==> config.mk <==
export PLATFORM = sky130hd
export DESIGN_NAME = tx_axis_arbiter
export DESIGN_NICKNAME = d
export VERILOG_FILES = /design/src/rtl/tx_arb_pkg.sv /design/src/rtl/rr_select.sv /design/src/rtl/tx_axis_arbiter.sv
export SDC_FILE = /design/constraint.sdc
export NUM_CORES = 1
export LEC_CHECK = 0
export BUFFER_PORTS_ARGS = -buffer_cell sky130_fd_sc_hd__buf_2
export CAP_MARGIN = 20
export CORE_AREA = 2 2 148 150
export CTS_CLUSTER_DIAMETER = 100
export DETAILED_ROUTE_END_ITERATION = 10
export DIE_AREA = 0 0 150 152
export SYNTH_ARGS = -nofsm -noshare
export SYNTH_HDL_FRONTEND = slang
export SYNTH_HIERARCHICAL = 1
export SYNTH_SLANG_ARGS = --single-unit
==> constraint.sdc <==
create_clock -name i_clk -period 2.6 [get_ports i_clk]
set_clock_uncertainty 0.2 [all_clocks]
set_input_delay 0.52 -clock i_clk [delete_from_list [all_inputs] [get_ports i_clk]]
set_output_delay 0.52 -clock i_clk [all_outputs]
set_load 0.005 [all_outputs]
==> src/rtl/tx_arb_pkg.sv <==
// Shared types and helpers for the tx AXIS frame arbiter.
package tx_arb_pkg;

  localparam int MAX_PORTS = 8;

  typedef enum logic {
    ARB_IDLE = 1'b0,
    ARB_XFER = 1'b1
  } arb_state_t;

  function automatic int grant_width(input int n);
    return (n > 1) ? $clog2(n) : 1;
  endfunction

endpackage

==> src/rtl/rr_select.sv <==
// Combinational round-robin selector: rotate the request vector so the port
// after `last` sits at bit 0, then priority-encode the lowest set bit.
module rr_select
  import tx_arb_pkg::*;
#(
  parameter int N  = 4,
  parameter int GW = grant_width(N)
) (
  input  logic [N-1:0]  req,
  input  logic [GW-1:0] last,
  output logic [GW-1:0] gnt_idx,
  output logic          gnt_any
);

  logic [2*N-1:0] req2;
  logic [N-1:0]   rot;
  int             start;
  int             offset;

  always_comb begin
    req2    = {req, req};
    start   = int'(last) + 1;
    rot     = N'(req2 >> start);
    offset  = 0;
    gnt_any = 1'b0;
    // Descending scan so the lowest rotated position is the one that sticks.
    for (int j = N - 1; j >= 0; j--) begin
      if (rot[j]) begin
        offset  = j;
        gnt_any = 1'b1;
      end
    end
    gnt_idx = GW'((start + offset) % N);
  end

endmodule

==> src/rtl/tx_axis_arbiter.sv <==
// Frame-granular round-robin arbiter feeding the tx MAC AXIS input.
// TX_ARB_STRICT_PRIO_EN: fixed priority (lowest index wins) instead of round robin.
module tx_axis_arbiter
  import tx_arb_pkg::*;
#(
  parameter  int DATA_WIDTH  = 64,
  parameter  int N_PORTS     = 4,
  localparam int DATA_NBYTES = DATA_WIDTH / 8,
  localparam int GW          = grant_width(N_PORTS)
) (
  input  logic                           i_clk,
  input  logic                           i_reset_n,
  input  logic [N_PORTS*DATA_WIDTH-1:0]  s_axis_tdata,
  input  logic [N_PORTS*DATA_NBYTES-1:0] s_axis_tkeep,
  input  logic [N_PORTS-1:0]             s_axis_tvalid,
  input  logic [N_PORTS-1:0]             s_axis_tlast,
  output logic [N_PORTS-1:0]             s_axis_tready,
  output logic [DATA_WIDTH-1:0]          m00_axis_tdata,
  output logic [DATA_NBYTES-1:0]         m00_axis_tkeep,
  output logic                           m00_axis_tvalid,
  output logic                           m00_axis_tlast,
  input  logic                           m00_axis_tready,
  output logic [GW-1:0]                  o_grant,
  output logic                           o_busy
);

  // Handshake rule on every AXIS link here: a beat moves in a cycle where
  // tvalid and tready are both high at the rising edge; nothing else counts.

  arb_state_t    state;
  logic [GW-1:0] grant;
  logic [GW-1:0] sel_last;
  logic [GW-1:0] sel_idx;
  logic          sel_any;
  logic          frame_done;

`ifdef TX_ARB_STRICT_PRIO_EN
  // Pinning the pointer at N-1 turns the rotating search into fixed priority.
  assign sel_last = GW'(N_PORTS - 1);
`else
  logic [GW-1:0] last;
  assign sel_last = last;
`endif

  rr_select #(
    .N  (N_PORTS),
    .GW (GW)
  ) u_rr_select (
    .req     (s_axis_tvalid),
    .last    (sel_last),
    .gnt_idx (sel_idx),
    .gnt_any (sel_any)
  );

  assign frame_done = (state == ARB_XFER) && s_axis_tvalid[grant] &&
                      m00_axis_tready && s_axis_tlast[grant];

  always_ff @(posedge i_clk or negedge i_reset_n) begin
    if (!i_reset_n) begin
      state <= ARB_IDLE;
      grant <= '0;
`ifndef TX_ARB_STRICT_PRIO_EN
      last  <= GW'(N_PORTS - 1);
`endif
    end else begin
      case (state)
        ARB_IDLE: begin
          if (sel_any) begin
            grant <= sel_idx;
            state <= ARB_XFER;
          end
        end
        ARB_XFER: begin
          if (frame_done) begin
`ifndef TX_ARB_STRICT_PRIO_EN
            last  <= grant;
`endif
            state <= ARB_IDLE;
          end
        end
      endcase
    end
  end

  // Data path is a pure mux while a frame is locked; zeros otherwise.
  always_comb begin
    m00_axis_tdata  = '0;
    m00_axis_tkeep  = '0;
    m00_axis_tvalid = 1'b0;
    m00_axis_tlast  = 1'b0;
    s_axis_tready   = '0;
    if (state == ARB_XFER) begin
      m00_axis_tdata       = s_axis_tdata[int'(grant)*DATA_WIDTH +: DATA_WIDTH];
      m00_axis_tkeep       = s_axis_tkeep[int'(grant)*DATA_NBYTES +: DATA_NBYTES];
      m00_axis_tvalid      = s_axis_tvalid[grant];
      m00_axis_tlast       = s_axis_tlast[grant];
      s_axis_tready[grant] = m00_axis_tready;
    end
  end

  assign o_grant = grant;
  assign o_busy  = (state == ARB_XFER);

endmodule

==> After elaboration in Yosys (flattened, before gate mapping) <==
Index checks and enable logic that the tools add are counted.
{ "word_totals": {"regBits": 5, "out_inout_bits": 81, "word_cells": 40} }
{ "classes": {"addsub": 2, "n_lt_le_gt_ge": 2, "n_shift": 3, "n_mux": 22, "bitwise": 2, "n_reduce_logical": 6} }
{ "ops": {"columns": ["op", "count"], "rows": [
  ["indexed part select 256 x 9 -> 64 bit", 1],
  ["two-way mux 64 bit", 1],
  ["indexed part select 32 x 6 -> 8 bit", 1],
  ["two-way mux 1 bit", 11],
  ["two-way mux 2 bit", 4],
  ["two-way mux 8 bit", 1],
  [">> shifter 8 x 3 -> 4 bit", 1],
  ["AND 4 bit", 1],
  ["binary-select mux 1 bit (select 2 bit)", 2],
  ["logical AND 1 bit", 4],
  ["two-way mux 4 bit", 1],
  ["AND reduction 2 bit", 2],
  ["adder 2 x 1 -> 3 bit (second input constant)", 1],
  ["less-than comparator 2 x 3 -> 1 bit (second input constant)", 1],
  ["adder 2 bit", 1],
  ["demux 1 bit (select 2 bit)", 1],
  [">= comparator 2 x 1 -> 1 bit (second input constant)", 1],
  ["case mux 1 bit (2 select lines)", 1],
  ["inverter 1 bit", 1]
]} }

==> Longest topological paths before layout <==
Gate-level depths: netlist of the first run.
{ "logic_depth": {"depth_word": 8, "depth_mapped": 10, "mapped_depth_nobuf": 9} }

==> Modules after synthesis <==
The synthesis of the first run kept the hierarchy.
{ "by_module_without_submodules": {"columns": ["mod", "instances", "cells_per_inst", "area_each_um2", "seq_area_each_um2"], "rows": [
  ["tx_axis_arbiter", 1, 194, 2548.7, 127.6],
  ["rr_select", 1, 27, 197.7, 0.0]
]} }

==> Worst setup path after synthesis of the first run <==
No wires, ideal clock.
{ "synth_path": {"path_type": "reg-to-output", "from": "register grant[0], in the netlist o_grant[0]", "to": "output port m00_axis_tdata[10]", "arrival_time_ns": 1.463, "slack_ns": 0.417, "stages_incl_launch_ff": 5, "path_buffers": 2, "path_cell_list": "dfrtp_1 buf_6 buf_2 mux4_2 and2_1"} }
{ "synth_via": {"elab_chain_cells": 2} }
{ "synth_lines": {"columns": ["item", "line_no", "source"], "rows": [
  ["start: declaration", "tx_axis_arbiter.sv:31", "logic [GW-1:0] grant;"],
  ["start signal: assignment", "tx_axis_arbiter.sv:69", "grant <= sel_idx;"],
  ["indexed part select 256 x 9 -> 64 bit", "tx_axis_arbiter.sv:93", "m00_axis_tdata = s_axis_tdata[int'(grant)*DATA_WIDTH +: DATA_WIDTH];"],
  ["two-way mux 64 bit", "tx_axis_arbiter.sv:92", "if (state == ARB_XFER) begin"],
  ["end: declaration", "tx_axis_arbiter.sv:18", "output logic [DATA_WIDTH-1:0] m00_axis_tdata,"]
]} }
Every way passes these cells.

==> Worst setup path in the final report of the first run <==
{ "layout_path": {"from": "register grant[0], in the netlist o_grant[0]", "to": "output port m00_axis_tdata[30]"} }
The elaborated chain is that of the path after synthesis.

==> impl_metrics.yaml, run 1 <==
route:
  drt_iter0_drc: 196
  firstDrtPassIters: 4
  postRouteAntennaNets: 0
  vias: 3602
  via_per_inst: 4.16
  wl_um: 14000
  drc_errors: 0
  wl_per_cell_um: 16.2
critical_path:
  critPathLaunchType: "flop"
  path_max_fanout: 40
  crit_arrival_ns: 1.85
  critical_path.endpoint_type: "output port"
  worstPathRequired_ns: 1.88
  crit_type: "flop to output port"
die:
  dieWidth_um: 150
  ios: 380
  design.core.area_mm2: 0.0214
  initial_utilization_pct: 12.9
  rows: 54
  fp.dieH_um: 152
  die-area_mm2: 0.0228
placement:
  port_buffers: 379
  routabilityCongestion: 0.817
  placedCellCount: 858
  dp_hpwl_um: 12200
synthesis:
  synth_area_leader_cell: "mux4_2"
  synth_cell_types: 34
  yosys-top-cells-count: "and2_1, mux4_2, clkbuf_1"
  synth_xor_xnor_area_share_pct: 0.957
  synth-edff-count: 0
  synth_top_family_by_area: "multiplexers"
  syn_area_per_cell_um2: 12.4
  ys_ff_latch: 5
  synthArstFlopShare_pct: 100
  synth_fa_ha_area_share_pct: 0.456
  yosysSeqAreaShare_pct: 4.65
  synth_compound_area_share_pct: 3.01
  synth_cells: 221
  synthFlopType: "dfrtp_1"
  synth-simple-area-share_pct: 21.0
  synth_nets: 521
  synthTopCellsByArea: "mux4_2, and2_1, buf_12"
  synth_top_area_share_pct: 60.7
  synthMuxAreaShare_pct: 61.9
  syn_area_mm2: 0.00275
  synth_warnings: 6
sta:
  finalSetupViolCount: 0
  finalHoldViolCount: 0
  max_freq_mhz: 389
  fin_hold_ws_ns: 0.456
  fin_crit_ns: 2.57
  min_period_over_period_pct: 98.8
  relSlewSlack_pct: 62.4
  worst_pin_slew_ns: 0.564
  slew_violations: 0
  rsz0062_at_grt: "true"
pwr:
  power.leakage_nw: 2.49
  ir_drop_mv: 0.484
  p_per_area_mw_per_mm2: 921
global_route:
  grt-busiest-layer: "met2"
  grt_antenna_before_repair: 3
  use_met3_pct: 1.92
  grt_first_pass_wirelength_um: 20000
  grtUsageTotal_pct: 11.1
  gr-total-overflow: 0
  grt_max_degree: 47
  grt_pass1_vias: 3744
  grt.met2_usage_pct: 20.9
  grtUsageMet1_pct: 13.2
clock_tree:
  clk_latency_ns: 0.23
  cts_tree: "built"
  cts-root-buf: "clkbuf_16"
  cts_sinks: 5
  cts_buffers: 3
  post_cts_buffers: 0
  cts_buffer_depth: 2
  htreeDepth: 1
  clkTransAtPathRegs_ns: 0.03
finish:
  final_cells: 865
  drive_above_1_share_pct: 84.6
  utilization_pct: 24.3
  fillers: 2293
  final_nets: 884
  area_growth_pct: 88.6
run_status:
  status: "completed"
run:
  drv_cap: 0
hold_path:
  min_path_type: "input pin to asynchronous set/reset pin"
[repair_timing]
action	CTS	global route
gates resized for setup	2	43
hold buffers	1	0
pin swaps	0	5
setup endpoints to repair	3	54
endpoints found under the hold margin	3	0
[layer usage]
metal	wire length (µm)	share of wire, %
met3	1320	9.5
met4	191	1.4
met5	15	0.11
met2	7300	52
met1	5150	37
[cell usage in the layout, fill, tap and decap left out, drive strengths merged, types with 2 or more instances in the layout]
cell type / n
and2: 74
buf: 384
clkbuf: 4
dfrtp: 3
dfstp: 2
diode: 2
inv: 3
mux2: 3
mux4: 74
nand2: 4
nand3b: 2
nor2: 4
nor3: 2
nor3b: 2
o21ai: 3
xnor2: 3
[stage by stage]
| stage | cell area [µm²] | worst slack, ns | total power (W) | TNS, ns |
|---|---|---|---|---|
| floorplan | 2750 | 0.417 | 0.00283 | 0 |
| global placement | 4890 | 0.196 | 0.00403 | 0 |
| detailed placement | 4890 | 0.179 | 0.00408 | 0 |
| CTS | 4990 | 0.00635 | 0.00437 | 0 |
| global route | 5180 | -0.0512 | 0.00516 | -0.790 |
| finish | 5180 | 0.0307 | 0.00477 | 0 |
[layout make-up]
type / instances / area (µm²) / area share, %
multi-input cells: 186 / 2460 / 47.5
repair buffers: 385 / 2140 / 41.3
well taps: 280 / 350 / 6.76
flip-flops and latches: 5 / 136 / 2.63
clock buffers: 4 / 78.8 / 1.52
inverters: 3 / 11.3 / 0.217
diodes: 2 / 5.00 / 0.0966
[critical path: stages, from the launching register on]
cell     delay [ns]
dfrtp_4        0.44
buf_16         0.26
mux4_2         0.56
and2_4         0.18
buf_6          0.11
[cells by family after synthesis]
logic type	after synthesis
and+or+nand+nor	94
adders and majority gates	1
muxes	77
AOI/OAI and AO/OA	11
xor gates and xnor gates	3
DFF	5
buffers and inverters	30
[final timing paths]
kind	depth (start not counted)	from	slack [ns]	endpoint
min	2	i_reset_n	0.46	o_grant[1]
max reg2reg	9	last[1]	0.34	o_grant[1]
min in group i_clk	1	last[0]	0.51	last[0]
max	4	o_grant[0]	0.03	m00_axis_tdata[30]
max in group asynchronous	2	i_reset_n	1.53	last[0]
min reg2reg	1	last[0]	0.51	last[0]
[sequential cells by signal, summed over array words and instances (netlist names)]
name,flops
last,2
o_grant,2
o_busy,1
[where the power goes]
part	leakage, nW	internal, W	total, W	switching [W]
sequential	0.0517	0.000139	0.000252	0.000113
clock	0.0382	0.000203	0.000254	0.0000512
combinational	2.40	0.00266	0.00426	0.00160
Power figures use the tool's default switching activity.
==> run 2, diff against run 1 <==
ABC_AREA = 1   (was unset)
==> run 2 against run 1 <==
Compared with the run above: clock power hardly changed; global-route usage grew 1.5 points; setup slack better by 0.10 ns; power grew 15%; synthesized cell count up 140%; register-to-register slack better by 0.03 ns; fmax rose by 4.2%; sequential share of layout area down 0.30 points; hold slack lost 0.15 ns; design area grew 12%; flip-flop and latch count is the same.
==> impl_metrics.yaml, run 2 <==
run_status:
  status: "completed"
synthesis:
  synth-edff-count: 0
  yosys-top-cells-count: "nand3_1, a41oi_2, nand2_1"
  synth_area_leader_cell: "nand3_1"
  synthFlopType: "dfrtp_1"
  ys_ff_latch: 5
  synth_top_area_share_pct: 39.9
  synth_cells: 523
  synth_most_common_cell: "nand3_1"
  yosysSeqAreaShare_pct: 3.45
  synth_cell_types: 24
  synth_warnings: 6
  syn_area_mm2: 0.00370
  synthTopCellsByArea: "nand3_1, a41oi_2, buf_6"
  synthArstFlopShare_pct: 100
  syn_area_per_cell_um2: 7.07
  synth_nets: 823
finish:
  final_cell_mix: "buf_2, nand3_1, a41oi_2, nand2_1, buf_12"
  final_nets: 1154
  drive_above_1_share_pct: 57.2
  mostFrequentLayoutCell: "buf_2"
  area_growth_pct: 56.2
  num_antenna_cells: 0
  utilization_pct: 27.1
pwr:
  power.leakage_nw: 2.48
  p_per_area_mw_per_mm2: 952
  ir_drop_mv: 0.785
  total_power_w: 0.00550
sta:
  max_freq_mhz: 406
  fin_ws_ns: 0.135
  fin_crit_ns: 2.47
  finalHoldViolCount: 0
  fin_hold_ws_ns: 0.309
  relSlewSlack_pct: 72.3
  finalSetupViolCount: 0
  rsz0062_at_grt: "false"
  worst_pin_slew_ns: 0.415
  slew_violations: 0
  finalSetupTns_ns: 0
  min_period_over_period_pct: 94.8
die:
  dieWidth_um: 150
  ios: 380
  initial_utilization_pct: 17.3
  die-area_mm2: 0.0228
  rows: 54
  fp.dieH_um: 152
  design.core.area_mm2: 0.0214
route:
  wl_um: 16400
  wl_per_cell_um: 14.4
  drt_iter0_drc: 373
  firstDrtPassIters: 5
  via_per_inst: 4.87
  postRouteAntennaNets: 0
  drc_errors: 0
  vias: 5523
global_route:
  grt_pass1_vias: 5020
  grt_first_pass_wirelength_um: 24400
  gr-total-overflow: 0
  grt.met2_usage_pct: 23.5
  grt_antenna_before_repair: 0
  grtUsageTotal_pct: 12.6
  grt_max_degree: 84
  grt-busiest-layer: "met2"
  use_met3_pct: 1.89
  grtUsageMet1_pct: 15.3
critical_path:
  cp_cell_sequence: "inv_6 > buf_12 > nand3_1 > a41oi_2 > buf_2"
  r2r-end: "o_grant[1]"
  critPathBufInv: 3
  worstPathRequired_ns: 1.88
  crit_family: "flip-flops"
  critical_path.endpoint_type: "output port"
  crit_type: "flop to output port"
  slowest_delay_ns: 0.51
  path_max_fanout: 78
  rrSetupSlack_ns: 0.37
  cp_slowest_cell: "dfrtp_4"
  r2r_cells: 16
  critPathLaunchType: "flop"
  crit_arrival_ns: 1.75
  reg2reg_from: "last[0]"
hold_path:
  min_from: "last[1]"
  min_path_type: "flop to flop"
  min_delay_path_depth: 2
  holdPathEnd: "last[1]"
run:
  drv_cap: 0
clock_tree:
  cts_sinks: 5
  cts-root-buf: "clkbuf_16"
  clkTransAtPathRegs_ns: 0.03
  clk_latency_ns: 0.23
  htreeDepth: 1
  cts_buffers: 3
  cts_buffer_depth: 2
  post_cts_buffers: 0
  cts_tree: "built"
placement:
  dp_hpwl_um: 12700
  port_buffers: 379
  routabilityCongestion: 0.887
  pre_cts_slack_ns: 0.359
## run 2: worst max-delay path by stage
stage                from  slack [ns]                  to  depth (start not counted)
5_1_grt        o_grant[0]        0.04     m00_axis_tvalid                          7
4_1_cts        o_grant[1]        0.14   m00_axis_tkeep[2]                          6
6_report       o_grant[0]        0.13  m00_axis_tdata[40]                          5
2_1_floorplan     last[0]        0.55          o_grant[1]                         16
3_5_place_dp      last[0]        0.36          o_grant[1]                         16
3_3_place_gp   o_grant[0]        0.41     m00_axis_tvalid                          7
## run 2: cell type report
cell class / instances / area (µm²)
clock buffer: 4 / 78.8
inverter: 9 / 43.8
sequential: 5 / 135
tap: 280 / 350
multi-input combinational: 435 / 2970
timing repair buffer: 400 / 2210
fill: 2375 / 15600
## run 2: kinds of logic after synthesis
kind of cell	count (synthesis)	share of synthesized area, %
buffers and inverters	83	16.4
DFF	5	3.45
AOI/OAI and AO/OA	78	32.5
adders and majority gates	1	0.338
and+or+nand+nor	356	47.3
## run 2: tightest hold or removal path: stages, from the launching register on
cell     delay [ns]
dfstp_2        0.39
nand2_1        0.07
nand2_1        0.04
## run 2: layer usage
metal / part of all wire, % / wire (µm)
met5: 0 / 0
met4: 1.3 / 212
met3: 8.3 / 1370
met2: 50 / 8220
met1: 40 / 6560
## run 2: what timing repair did
action                                 4_1_cts  5_1_grt
endpoints found under the hold margin        3        0
gates resized for setup                      0        0
hold buffers                                 1        0
## run 2: per-stage QoR
| stage | cell area (µm²) | instances |
|---|---|---|
| floorplan | 3700 | 523 |
| global placement | 5690 | 1128 |
| detailed placement | 5690 | 1128 |
| CTS | 5780 | 1133 |
| global route | 5780 | 1133 |
| finish | 5780 | 1133 |
## run 2: where the power goes
group	internal (W)	switching, W	total (W)	leakage [nW]
logic	0.00213	0.00291	0.00504	2.39
registers	0.000136	0.0000728	0.000209	0.0515
clock network	0.000203	0.0000507	0.000254	0.0382
total	0.00247	0.00303	0.00550	2.48
==> run 3, diff against run 2 <==
CTS_BUF_LIST = sky130_fd_sc_hd__clkbuf_16   (was unset)
==> run 3 against run 2 <==
Compared with the run above: fmax about the same; flip-flop and latch count unchanged; hold slack about the same; core utilization unchanged; power about the same; global-route usage unchanged; routed wire length about the same; final cell count unchanged; sequential share of layout area unchanged; combinational power about the same; clock-buffer cell count decreased by 1; via count unchanged.
==> impl_metrics.yaml, run 3 (synthesis results as in run 2) <==
finish:
  design_area_mm2: 0.00578
  final_nets: 1154
  mostFrequentLayoutCell: "buf_2"
  num_antenna_cells: 0
  fillers: 2375
  drive_above_1_share_pct: 57.2
  area_growth_pct: 56.2
  final_cell_mix: "buf_2, nand3_1, a41oi_2, nand2_1, buf_12"
die:
  dieWidth_um: 150
  die-area_mm2: 0.0228
  ios: 380
  design.core.area_mm2: 0.0214
  fp.dieH_um: 152
  rows: 54
  initial_utilization_pct: 17.3
critical_path:
  cp-startpoint: "o_grant[0]"
  cp_cell_sequence: "inv_6 > buf_12 > nand3_1 > a41oi_2 > buf_2"
  worstPathRequired_ns: 1.88
  crit_type: "flop to output port"
  path_max_fanout: 78
  reg2reg_from: "last[0]"
  crit_family: "flip-flops"
  slowest_delay_ns: 0.51
  critPathLaunchType: "flop"
  cp_slowest_cell: "dfrtp_4"
  critical_path.endpoint_type: "output port"
  critPathBufInv: 3
  crit_arrival_ns: 1.75
global_route:
  grt_max_degree: 84
  grt_antenna_before_repair: 0
  grtUsageTotal_pct: 12.6
  gr-total-overflow: 0
  grt_pass1_vias: 5020
  grt_first_pass_wirelength_um: 24400
run_status:
  status: "completed"
sta:
  fin_crit_ns: 2.47
  finalSetupTns_ns: 0
  min_period_over_period_pct: 94.8
  slew_violations: 0
  max_freq_mhz: 406
  worst_pin_slew_ns: 0.415
  finalSetupViolCount: 0
  finalHoldViolCount: 0
  rsz0062_at_grt: "false"
  relSlewSlack_pct: 72.3
clock_tree:
  cts_buffers: 3
  cts_tree: "built"
  cts_sinks: 5
  cts_buffer_depth: 2
  clk_latency_ns: 0.23
  cts-root-buf: "clkbuf_16"
  clkTransAtPathRegs_ns: 0.03
  ctsResizeCount: 0
  htreeDepth: 1
  post_cts_buffers: 0
route:
  drc_errors: 0
  firstDrtPassIters: 5
  postRouteAntennaNets: 0
  drt_iter0_drc: 373
  wl_per_cell_um: 14.4
  vias: 5523
  via_per_inst: 4.87
  wl_um: 16400
placement:
  routabilityCongestion: 0.887
  dp_hpwl_um: 12700
  placed_area_mm2: 0.00569
  port_buffers: 379
pwr:
  ir_drop_mv: 0.785
  power.leakage_nw: 2.49
  p_per_area_mw_per_mm2: 951
hold_path:
  min_path_type: "flop to flop"
  min_from: "last[1]"
run:
  drv_cap: 0
==> run 3: worst paths after layout <==
check                      cells after the start                 end  slack [ns]
max                                            5  m00_axis_tdata[40]        0.13
min                                            2             last[1]        0.31
max reg2reg                                   16          o_grant[1]        0.37
min reg2reg                                    2             last[1]        0.31
max in group asynchronous                      2             last[1]        1.54
min in group asynchronous                      2              o_busy        0.44
==> run 3: repair_timing <==
action / CTS / global route
endpoints found under the setup margin: 0 / 0
hold buffers: 1 / 0
endpoints found under the hold margin: 3 / 0
==> run 3: tightest hold or removal path: cells and delay by family, from the launching register on <==
| family | cells | cell delay (ns) |
|---|---|---|
| simple gates | 2 | 0.11 |
| flops | 1 | 0.39 |
==> run 3: through the flow <==
stage / worst slack, ns / total power, W / hold WS, ns / std cells / utilization, %
floorplan: 0.550 / 0.00383 / 0.0244 / 523 / -
global placement: 0.413 / 0.00523 / 0.145 / 1128 / 26.7
detailed placement: 0.359 / 0.00527 / 0.144 / 1128 / 26.7
CTS: 0.140 / 0.00554 / 0.311 / 1133 / 27.1
global route: 0.0420 / 0.00600 / 0.346 / 1133 / 27.1
finish: 0.135 / 0.00550 / 0.309 / 1133 / 27.1
==> run 3: metal layers <==
layer | vias up | track usage, % | share of wire, %
li1 | 2682 | - | -
met1 | 2548 | 15.3 | 40
met2 | 270 | 23.5 | 50
met3 | 23 | 1.89 | 8.4
met4 | 0 | 2.34 | 1.4
met5 | - | 0 | 0
==> run 3: power by group <==
group          switching (W)  internal [W]  total (W)
Clock              0.0000508      0.000199   0.000250
Sequential         0.0000727      0.000136   0.000209
Combinational        0.00291       0.00213    0.00504
Total                0.00303       0.00247    0.00550
==> run 3: area by class of cell <==
type                    count  area, µm²  share of cell area (%)
clock inverters             1       3.75                  0.0649
inverters                   9       43.8                   0.758
clock buffers               3       75.1                    1.30
well taps                 280        350                    6.06
repair buffers            400       2210                    38.2
flip-flops and latches      5        135                    2.34
multi-input cells         435       2970                    51.3
